<file path="config.mk">
export PLATFORM = sky130hd
export DESIGN_NAME = riscv_mem_arbiter
export DESIGN_NICKNAME = d
export VERILOG_FILES = /design/src/rtl/riscv_mem_arbiter.sv
export SDC_FILE = /design/constraint.sdc
export NUM_CORES = 1
export LEC_CHECK = 0
export BUFFER_PORTS_ARGS = -buffer_cell sky130_fd_sc_hd__buf_2
export CAP_MARGIN = 30
export CORE_AREA = 5 5 101 103
export CTS_CLUSTER_DIAMETER = 30
export DETAILED_ROUTE_END_ITERATION = 8
export DIE_AREA = 0 0 106 108
export SLEW_MARGIN = 40
export SYNTH_ARGS = -nofsm -noshare
export SYNTH_HDL_FRONTEND = slang
export SYNTH_SLANG_ARGS = --single-unit
</file>
<file path="constraint.sdc">
create_clock -name clk -period 3.4 [get_ports clk]
set_input_delay 0.68 -clock clk [delete_from_list [all_inputs] [get_ports clk]]
set_output_delay 0.68 -clock clk [all_outputs]
set_load 0.03 [all_outputs]
</file>
<file path="src/rtl/riscv_mem_arbiter.sv">
// Single-port memory arbiter between the instruction-fetch and data ports
// of a small RISC-V core. Data accesses normally win. A saturating counter
// tracks how many data grants were made while a fetch was waiting. When that
// counter reaches STARVE_MAX, the next contested grant goes to fetch.
//
// Handshake: a request is accepted in the cycle where both its req and its
// ready are high. ready is a one-cycle grant pulse, and the requester holds
// req and its payload until that pulse. The matching valid follows exactly
// one cycle after the grant and cannot be back-pressured. Both readies stay
// low while a response is in flight, so there is at most one access every
// two cycles.
module riscv_mem_arbiter #(
  parameter int XLEN       = 32,
  parameter int STARVE_MAX = 3
) (
  input  logic                            clk,
  input  logic                            rst,
  input  logic                            if_req,
  input  logic [XLEN-1:0]                 if_addr,
  output logic                            if_ready,
  output logic                            if_valid,
  output logic [XLEN-1:0]                 if_data,
  input  logic                            d_req,
  input  logic                            d_write,
  input  logic [XLEN-1:0]                 d_addr,
  input  logic [XLEN-1:0]                 d_wdata,
  output logic                            d_ready,
  output logic                            d_valid,
  output logic [XLEN-1:0]                 d_rdata,
  output logic                            mem_en,
  output logic                            mem_we,
  output logic [XLEN-1:0]                 mem_addr,
  output logic [XLEN-1:0]                 mem_wdata,
  input  logic [XLEN-1:0]                 mem_rdata,
  output logic                            stall,
  output logic [1:0]                      dbg_state,
  output logic [$clog2(STARVE_MAX+1)-1:0] dbg_starve_cnt
);

  localparam int CNT_W = $clog2(STARVE_MAX + 1);
  localparam logic [CNT_W-1:0] STARVE_LIM = CNT_W'(STARVE_MAX);

  typedef enum logic [1:0] {
    IDLE   = 2'd0,
    RESP_I = 2'd1,
    RESP_D = 2'd2
  } state_e;

  state_e           state_q, state_d;
  logic [CNT_W-1:0] starve_q, starve_d;
  logic             wr_q, wr_d;
  logic             grant_i, grant_d;

  // State, starvation counter and latched store flag; reset drops any response in flight
  always_ff @(posedge clk) begin
    if (rst) begin
      state_q  <= IDLE;
      starve_q <= '0;
      wr_q     <= 1'b0;
    end else begin
      state_q  <= state_d;
      starve_q <= starve_d;
      wr_q     <= wr_d;
    end
  end

  // Arbitration, next state and all outputs; every output is forced low during reset
  always_comb begin
    state_d        = state_q;
    starve_d       = starve_q;
    wr_d           = wr_q;
    grant_i        = 1'b0;
    grant_d        = 1'b0;
    if_ready       = 1'b0;
    if_valid       = 1'b0;
    if_data        = '0;
    d_ready        = 1'b0;
    d_valid        = 1'b0;
    d_rdata        = '0;
    mem_en         = 1'b0;
    mem_we         = 1'b0;
    mem_addr       = '0;
    mem_wdata      = '0;
    stall          = 1'b0;
    dbg_state      = state_q;
    dbg_starve_cnt = starve_q;

    case (state_q)
      IDLE: begin
        // Fetch wins only when data is absent or fetch has waited long enough
        grant_i = if_req && (!d_req || (starve_q == STARVE_LIM));
        grant_d = d_req && !grant_i;
        if (grant_i) begin
          if_ready = 1'b1;
          mem_en   = 1'b1;
          mem_addr = if_addr;
          starve_d = '0;
          state_d  = RESP_I;
        end else if (grant_d) begin
          d_ready   = 1'b1;
          mem_en    = 1'b1;
          mem_we    = d_write;
          mem_addr  = d_addr;
          mem_wdata = d_wdata;
          wr_d      = d_write;
          state_d   = RESP_D;
          if (if_req && (starve_q != STARVE_LIM)) begin
            starve_d = starve_q + CNT_W'(1);
          end
        end
      end
      RESP_I: begin
        if_valid = 1'b1;
        if_data  = mem_rdata;
        state_d  = IDLE;
      end
      RESP_D: begin
        d_valid = 1'b1;
        d_rdata = wr_q ? '0 : mem_rdata;
        state_d = IDLE;
      end
      default: state_d = IDLE;
    endcase

    stall = if_req && !if_ready;

    if (rst) begin
      if_ready       = 1'b0;
      if_valid       = 1'b0;
      if_data        = '0;
      d_ready        = 1'b0;
      d_valid        = 1'b0;
      d_rdata        = '0;
      mem_en         = 1'b0;
      mem_we         = 1'b0;
      mem_addr       = '0;
      mem_wdata      = '0;
      stall          = 1'b0;
      dbg_state      = 2'd0;
      dbg_starve_cnt = '0;
    end
  end

endmodule

</file>
# ---- Word-level counts from Yosys, hierarchy flattened
# Index checks and enable logic that the tools add are counted.
dict set report word_totals {
  ff_bits 5
  in_bits 133
  output_inout_bits 139
  elab_cells 65
}
dict set report classes {
  add_sub_neg 1
  eq_ne 4
  muxes 39
  n_bitwise 2
  n_reduce_logical 15
}
# cell count
set ops {}
lappend ops {{32-bit two-way mux} 13}
lappend ops {{1-bit two-way mux} 21}
lappend ops {{2-bit two-way mux} 5}
lappend ops {{3-bit AND reduction} 2}
lappend ops {{2-bit == test (second input constant)} 2}
lappend ops {{1-bit logical AND} 4}
lappend ops {{2-bit nonzero test} 2}
lappend ops {{1-bit zero test} 3}
lappend ops {{3-bit OR reduction} 1}
lappend ops {{2-bit by 1-bit adder with 2-bit output (second input constant)} 1}
lappend ops {{2-bit by 1-bit == test with 1-bit output (second input constant)} 1}
lappend ops {{2-bit zero test} 1}
lappend ops {{2-bit != test (second input constant)} 1}
lappend ops {{1-bit NOT} 2}
lappend ops {{2-bit OR reduction} 1}
lappend ops {{1-bit logical OR} 1}

# ---- Logic depth before layout (Yosys ltp)
# Gate-level depths: netlist of run 1.
dict set report depth {
  depth_word 9
  mapped_depth 6
}

# ---- Least setup slack after synthesis of run 1
# No wires, ideal clock.
dict set report synth_timing {
  path_type {in2out}
  from {in rst}
  to {out if_data[22]}
  arrival_ps 2173
  t_required_ps 2720
  setup_slack_ps 547
  stages 5
  n_path_buf 2
  cell_sequence {buf_2 nor2b_1 and2b_1 buf_2 and2_1}
}
dict set report synth_via {
  elab_chain_cells 1
}
# element line
set synth_lines {}
lappend synth_lines {{from (decl)} 17} ;# input logic rst,
lappend synth_lines {{32-bit two-way mux} 127} ;# if (rst) begin
lappend synth_lines {{to (decl)} 22} ;# output logic [XLEN-1:0] if_data,
# No other way between the ends.

# ---- Worst setup path in the final report of run 1
dict set report layout_timing {
  from {in d_req}
  to {out mem_addr[9]}
}
dict set report layout_via {
  elab_chain_cells 9
}
# element line
set layout_lines {}
lappend layout_lines {{from (decl)} 23} ;# input logic d_req,
lappend layout_lines {{1-bit zero test} 91} ;# grant_i = if_req && (!d_req || (starve_q == STARVE_LIM));
lappend layout_lines {{1-bit logical OR} 91}
lappend layout_lines {{1-bit logical AND} 91}
lappend layout_lines {{1-bit zero test} 92} ;# grant_d = d_req && !grant_i;
lappend layout_lines {{1-bit logical AND} 92}
lappend layout_lines {{32-bit two-way mux} 99} ;# end else if (grant_d) begin
lappend layout_lines {{32-bit two-way mux *} 93} ;# if (grant_i) begin
lappend layout_lines {{32-bit two-way mux *} 88} ;# case (state_q)
lappend layout_lines {{32-bit two-way mux *} 127}
lappend layout_lines {{to (decl)} 32} ;# output logic [XLEN-1:0] mem_addr,
# Mark *: on every way between the ends. The rest lies on a longest branch, timed or not.

==> impl_results.md, run 1 <==
- Status: finished clean
- Worst Setup Start Kind: primary input
- Crit end category: output pin
- Die footprint: 0.0114 sq mm
- First DRT Iteration DRCs: 94
- Core Area: 0.00911 sq mm
- Port Buf Inserts: 271
- Total power draw: 0.515 mW
- Max-slew violation count: 0
- Clk sinks: 5
- Largest fanout on the critical path: 67
- Post-CTS setup buffer count: 0
- Fmax: 358 MHz
- Max cap viols: 0
- CTS tree: yes
- Hold Path Depth: 2
- CTS root buffer: clkbuf_8
- Fin crit share: 82.0%
- Diodes inserted: 0
- Synth Instances: 183
- Clk slew on worst S/H paths: 0.03 ns
- Netlist cell types: 27
- Final min period: 2.79 ns
- H-Tree Depth: 1
- Pin count of the biggest net entering global routing: 68
- Max clock buf depth: 2
- Area contributors post-synth: and2_1, a22o_1, dfxtp_1, buf_6, nor2b_1
- Crit Path Class: in -> out
- DRC Markers: 0
- Grt ovf: 0
- Sequential cell area fraction in the yosys report: 7.42%
- All-layer global routing usage: 10.6%
- Final core occ: 30.4%
- Max-slew headroom: 64.2%
- Post-Syn Nets: 317
- Die height: 108 um
- RD Place Congestion: 0.800
- I/O pin count: 272
- Setup TNS: 0 ns
- Register-to-Register Path Depth: 5
- CTS resizes: 0
- Initial Utilization: 14.8%
- Layout area overhead: 105%
- Routed Antenna Nets: 0
- Chip width: 106 um
- RSZ-0062 raised after global routing: false
- Async SR Flop Fraction: 0%
- Main flop type after synthesis: dfxtp_1
- Multi-input gate area: 0.00110 sq mm
- Detailed placer's ending HPWL: 6370 um
- Final hold violation count: 0
- Post-Syn Area: 0.00135 sq mm
- Setup Slack @ Placement: 0.571 ns
- Post-Syn Area per Cell: 7.37 sq um
- Post-synth EDFFs: 0
- Tightest Pin Transition: 0.537 ns
- Number of global-route vias before repair: 2080
- Vias after detailed routing: 2237
- Pleak: 1.85 nW
- Drt via density: 4.05
- Ratio of cells with drive above 1 in the final layout: 63.9%
- CTS Buf Count: 3
- Drt first pass iters: 4
- Antenna violations before repair: 0
- Final setup vio count: 0
- Pwr per Cell Area: 186 mW/mm^2
- Cell area after layout: 0.00277 sq mm
- Final Skew: 0.000548 ns
- #FFs+latches synth: 5
- WP data required: 2.72 ns
- CP arrival: 2.11 ns
- Worst-Skew Late Latency: 0.22 ns
- Post-synth top cells: and2_1, a22o_1, buf_6, clkbuf_1, dfxtp_1
- Fin nets: 576
- CTS Hold Buffers Added: 0
- Area share of the largest cell type after synthesis: 45.0%
- Final Worst Setup Slack: 0.610 ns
- Cell taking the most area after synthesis: and2_1
- Register area: 100 sq um
- Wire per inst: 13.1 um
- First-pass GRT wire length: 10300 um
- Fill count: 990
- Yosys Warn Count: 0
- Max VDD drop: 172 uV
- Routed Wire Length: 7240 um
- Most frequent cell after synthesis: and2_1
- # rows: 35
- Tightest Hold Check Type: reg -> reg
- Post-DP Area: 0.00272 sq mm
-- report_power, final --
part           internal (mW)  switching (mW)
Combinational          0.134           0.207
Sequential            0.0622         0.00454
Clock                 0.0804          0.0281
-- worst max-delay path, stage by stage --
cell,delay [ns]
buf_2,0.12
a21bo_2,0.26
nor4_4,0.12
buf_4,0.47
a22o_1,0.22
buf_2,0.20
-- cell families after synthesis --
logic type / share of synthesized area (%)
muxes: 0.742
AOI/OAI and AO/OA: 23.8
adders and majority gates: 0.927
DFF: 7.42
and+or+nand+nor: 56.2
buffers and inverters: 10.9
-- state kept, by name (all words and copies together) (netlist names) --
| signal | flops |
|---|---|
| state_q | 2 |
| starve_q | 2 |
| wr_q | 1 |
-- layout by cell type (no fill, tap or decap), drive strengths merged, types with 2 or more instances in the layout --
| master | Yosys | final |
|---|---|---|
| and2b | 2 | 2 |
| a22o | 32 | 32 |
| nor3b | 3 | 3 |
| and3 | 3 | 3 |
| buf | 13 | 274 |
| a21bo | 2 | 2 |
| nor2b | 4 | 4 |
| and2 | 97 | 97 |
| nor2 | 2 | 2 |
| clkbuf | 7 | 4 |
| nor4 | 2 | 2 |
| dfxtp | 5 | 5 |
| nand2b | 2 | 2 |
-- layout make-up --
cell class,count,area share [%]
timing repair buffer,274,49.8
clock buffer,4,1.63
multi-input combinational,157,39.8
sequential,5,3.61
inverter,1,0.136
tap,111,5.01
-- per-layer routing --
| layer | up-vias | wire length [um] | track usage [%] |
|---|---|---|---|
| li1 | 1135 | - | - |
| met1 | 977 | 2700 | 12.8 |
| met2 | 123 | 3830 | 19.6 |
| met3 | 2 | 698 | 2.69 |
| met4 | 0 | 12 | 1.30 |
| met5 | - | 0 | 0 |
-- metrics by stage --
| step | instances | hold slack [ns] |
|---|---|---|
| floorplan | 183 | 0.458 |
| global placement | 548 | 0.482 |
| detailed placement | 548 | 0.486 |
| finish | 552 | 0.503 |
| CTS | 552 | 0.511 |
| global route | 552 | 0.546 |
-- worst paths after layout --
| path | start | endpoint | slack, ns |
|---|---|---|---|
| max | d_req | mem_addr[9] | 0.61 |
| min | starve_q[1] | starve_q[1] | 0.50 |
| max reg2reg | starve_q[0] | wr_q | 1.71 |
| min reg2reg | starve_q[1] | starve_q[1] | 0.50 |
Note: power is estimated with default switching activity, not from simulation.
==> run 2, diff against run 1 <==
- ABC_AREA: not set -> 1
- CORE_AREA: 5 5 101 103 -> 5 5 103 105
- DIE_AREA: 0 0 106 108 -> 0 0 108 110
- clock period: 3.4 -> 2.31 ns (I/O delays scaled with it)
==> run 2 against run 1 <==
Net effect:
- design area is 11% higher
- clock skew hardly changed
- total power is 63% higher
- clock power is 47% higher
- critical path type is now reg -> out
- highest routed layer is now met5
==> impl_results.md, run 2 <==
- Status: finished clean
- Antenna violations before repair: 1
- # rows: 36
- Wire per inst: 11.4 um
- Vias after detailed routing: 2805
- Chip width: 108 um
- Post-Syn Area: 0.00154 sq mm
- Xor/xnor share of the synthesized area: 0%
- RSZ-0062 raised after global routing: false
- Sequential cell area fraction in the yosys report: 6.49%
- First-pass GRT wire length: 11400 um
- Grt ovf: 0
- CTS tree: yes
- Synth Area in Adders: 0.811%
- Post-synth top cells: nor2_1, inv_1, nand3_1, nand2_1, buf_2
- CTS root buffer: clkbuf_8
- Fin crit share: 91.4%
- Fmax: 474 MHz
- Core Area: 0.00955 sq mm
- Async SR Flop Fraction: 0%
- Worst-Skew Late Latency: 0.22 ns
- All-layer global routing usage: 11.8%
- Clk slew on worst S/H paths: 0.03 ns
- #FFs+latches synth: 5
- Pwr per Cell Area: 272 mW/mm^2
- Synth Instances: 335
- Crit path cell chain: ha_1 > a21oi_2 > buf_4 > nand3_1 > nand2_1 > buf_2
- Drt via density: 3.85
- Slowest Stage Delay on Critical Path: 0.32 ns
- Highest-count cells in the layout ignoring fill and taps: buf_2, nor2_1, inv_1
- Post-synth EDFFs: 0
- Post-DP Area: 0.00304 sq mm
- Diodes inserted: 0
- Max clock buf depth: 2
- CP arrival: 1.65 ns
- Main combinational cell family by area after synthesis: simple AND/OR/NAND/NOR gates
- Crit end category: output pin
- Area share of the largest cell type after synthesis: 24.6%
- Final min period: 2.11 ns
- Detailed placer's ending HPWL: 7080 um
- Final Skew: 0.000560 ns
- Main flop type after synthesis: dfxtp_1
- WP data required: 1.85 ns
- Ratio of cells with drive above 1 in the final layout: 50.4%
- Flop pwr share: 11.3%
- Drt first pass iters: 6
- First DRT Iteration DRCs: 131
- Worst Setup Start Kind: register
- Sw Share: 51.2%
- Logic pwr share: 69.7%
- CTS Buf Count: 3
- RD Place Congestion: 0.790
- Number of global-route vias before repair: 2467
- Clk sinks: 5
- Die height: 110 um
- Synth Area in Compound Gates: 0.892%
- Simple-gate portion of the synthesized area: 62.9%
- Largest registers: starve_q (2), state_q (2), wr_q (1)
- Clock network fraction of total power: 19.0%
- Routed Antenna Nets: 0
- Layout area overhead: 99.7%
- Pin count of the biggest net entering global routing: 66
- Most frequent cell after synthesis: nor2_1
- CTS Hold Buffers Added: 0
- Yosys Warn Count: 0
- Post-Syn Area per Cell: 4.61 sq um
- Final hold violation count: 0
- DRC Markers: 0
- P_int: 0.410 mW
- Tightest Pin Transition: 0.319 ns
- H-Tree Depth: 1
- Initial Utilization: 16.2%
- CTS resizes: 0
- I/O pin count: 272
- Max-slew headroom: 78.8%
- Pleak: 2.36 nW
- Worst path slowest cell: dfxtp_1
- Largest fanout on the critical path: 19
- Fin nets: 730
- Max VDD drop: 101 uV
- Cell area after layout: 0.00308 sq mm
- Post-Syn Nets: 469
- Setup TNS: 0 ns
- Max cap viols: 0
- Tightest Hold Check Type: in -> reg
- Routed Wire Length: 8280 um
- Final setup vio count: 0
- Die footprint: 0.0119 sq mm
- Commonest non-fill, non-tap cell in the layout: buf_2
- Area contributors post-synth: nor2_1, nand3_1, inv_1, nand2_1, dfxtp_1
- Mux cell area share after synthesis: 0%
- Switching power: 0.430 mW
- Cell taking the most area after synthesis: nor2_1
- Total power draw: 0.839 mW
- Netlist cell types: 18
- Post-CTS setup buffer count: 0
- Crit Path Class: reg -> out
- Port Buf Inserts: 271
- Max-slew violation count: 0
run 2: cell families after synthesis:
group | after synthesis
AO/OA/AOI/OAI | 2
adder cells (fa/ha/maj) | 1
buffers and inverters | 104
flip-flops | 5
AND/OR/NAND/NOR | 223
run 2: worst paths after layout:
check	to	start	slack (ns)	depth (start not counted)
worst min-delay path	wr_q	d_write	0.54	3
worst max-delay path	mem_addr[14]	starve_q[0]	0.20	6
worst min register to register	starve_q[1]	starve_q[1]	0.55	4
worst max register to register	wr_q	starve_q[0]	0.94	6
run 2: per-layer routing:
metal | wire length, um | share of wire, % | global-route usage, %
met1 | 2860 | 34 | 11.5
met2 | 4180 | 51 | 23.3
met3 | 1120 | 14 | 4.02
met4 | 115 | 1.4 | 3.43
met5 | 7 | 0.085 | 0
run 2: stage by stage:
stage               hold WS, ns  instances  util [%]  setup slack (ns)
detailed placement        0.547        724      31.8             0.389
floorplan                 0.515        335         -             0.112
finish                    0.540        728      32.3             0.198
global placement          0.541        724      31.8             0.387
CTS                       0.549        728      32.3             0.181
global route              0.566        728      32.3            0.0808
run 2: cell type report:
type | count | area, sq um
multi-input combinational | 226 | 998
timing repair buffer | 279 | 1470
sequential | 5 | 100
tap | 133 | 166
fill | 1113 | 6470
clock buffer | 4 | 45.0
inverter | 81 | 304
run 2: power groups by stage:
| stage | Sequential, mW | Combinational (mW) | Clock [mW] |
|---|---|---|---|
| global route | 0.0950 | 0.637 | 0.170 |
| finish | 0.0945 | 0.585 | 0.160 |
| detailed placement | 0.0957 | 0.590 | 0 |
| global placement | 0.0957 | 0.590 | 0 |
| CTS | 0.0944 | 0.592 | 0.164 |
| floorplan | 0.0953 | 0.359 | 0 |
run 2: worst max-delay path: cells and delay by family, from the launching register on:
kind	cells	cell delay [ns]
buffers and inverters	2	0.46
DFF	1	0.32
and+or+nand+nor	2	0.19
adders and majority gates	1	0.22
AOI/OAI and AO/OA	1	0.23
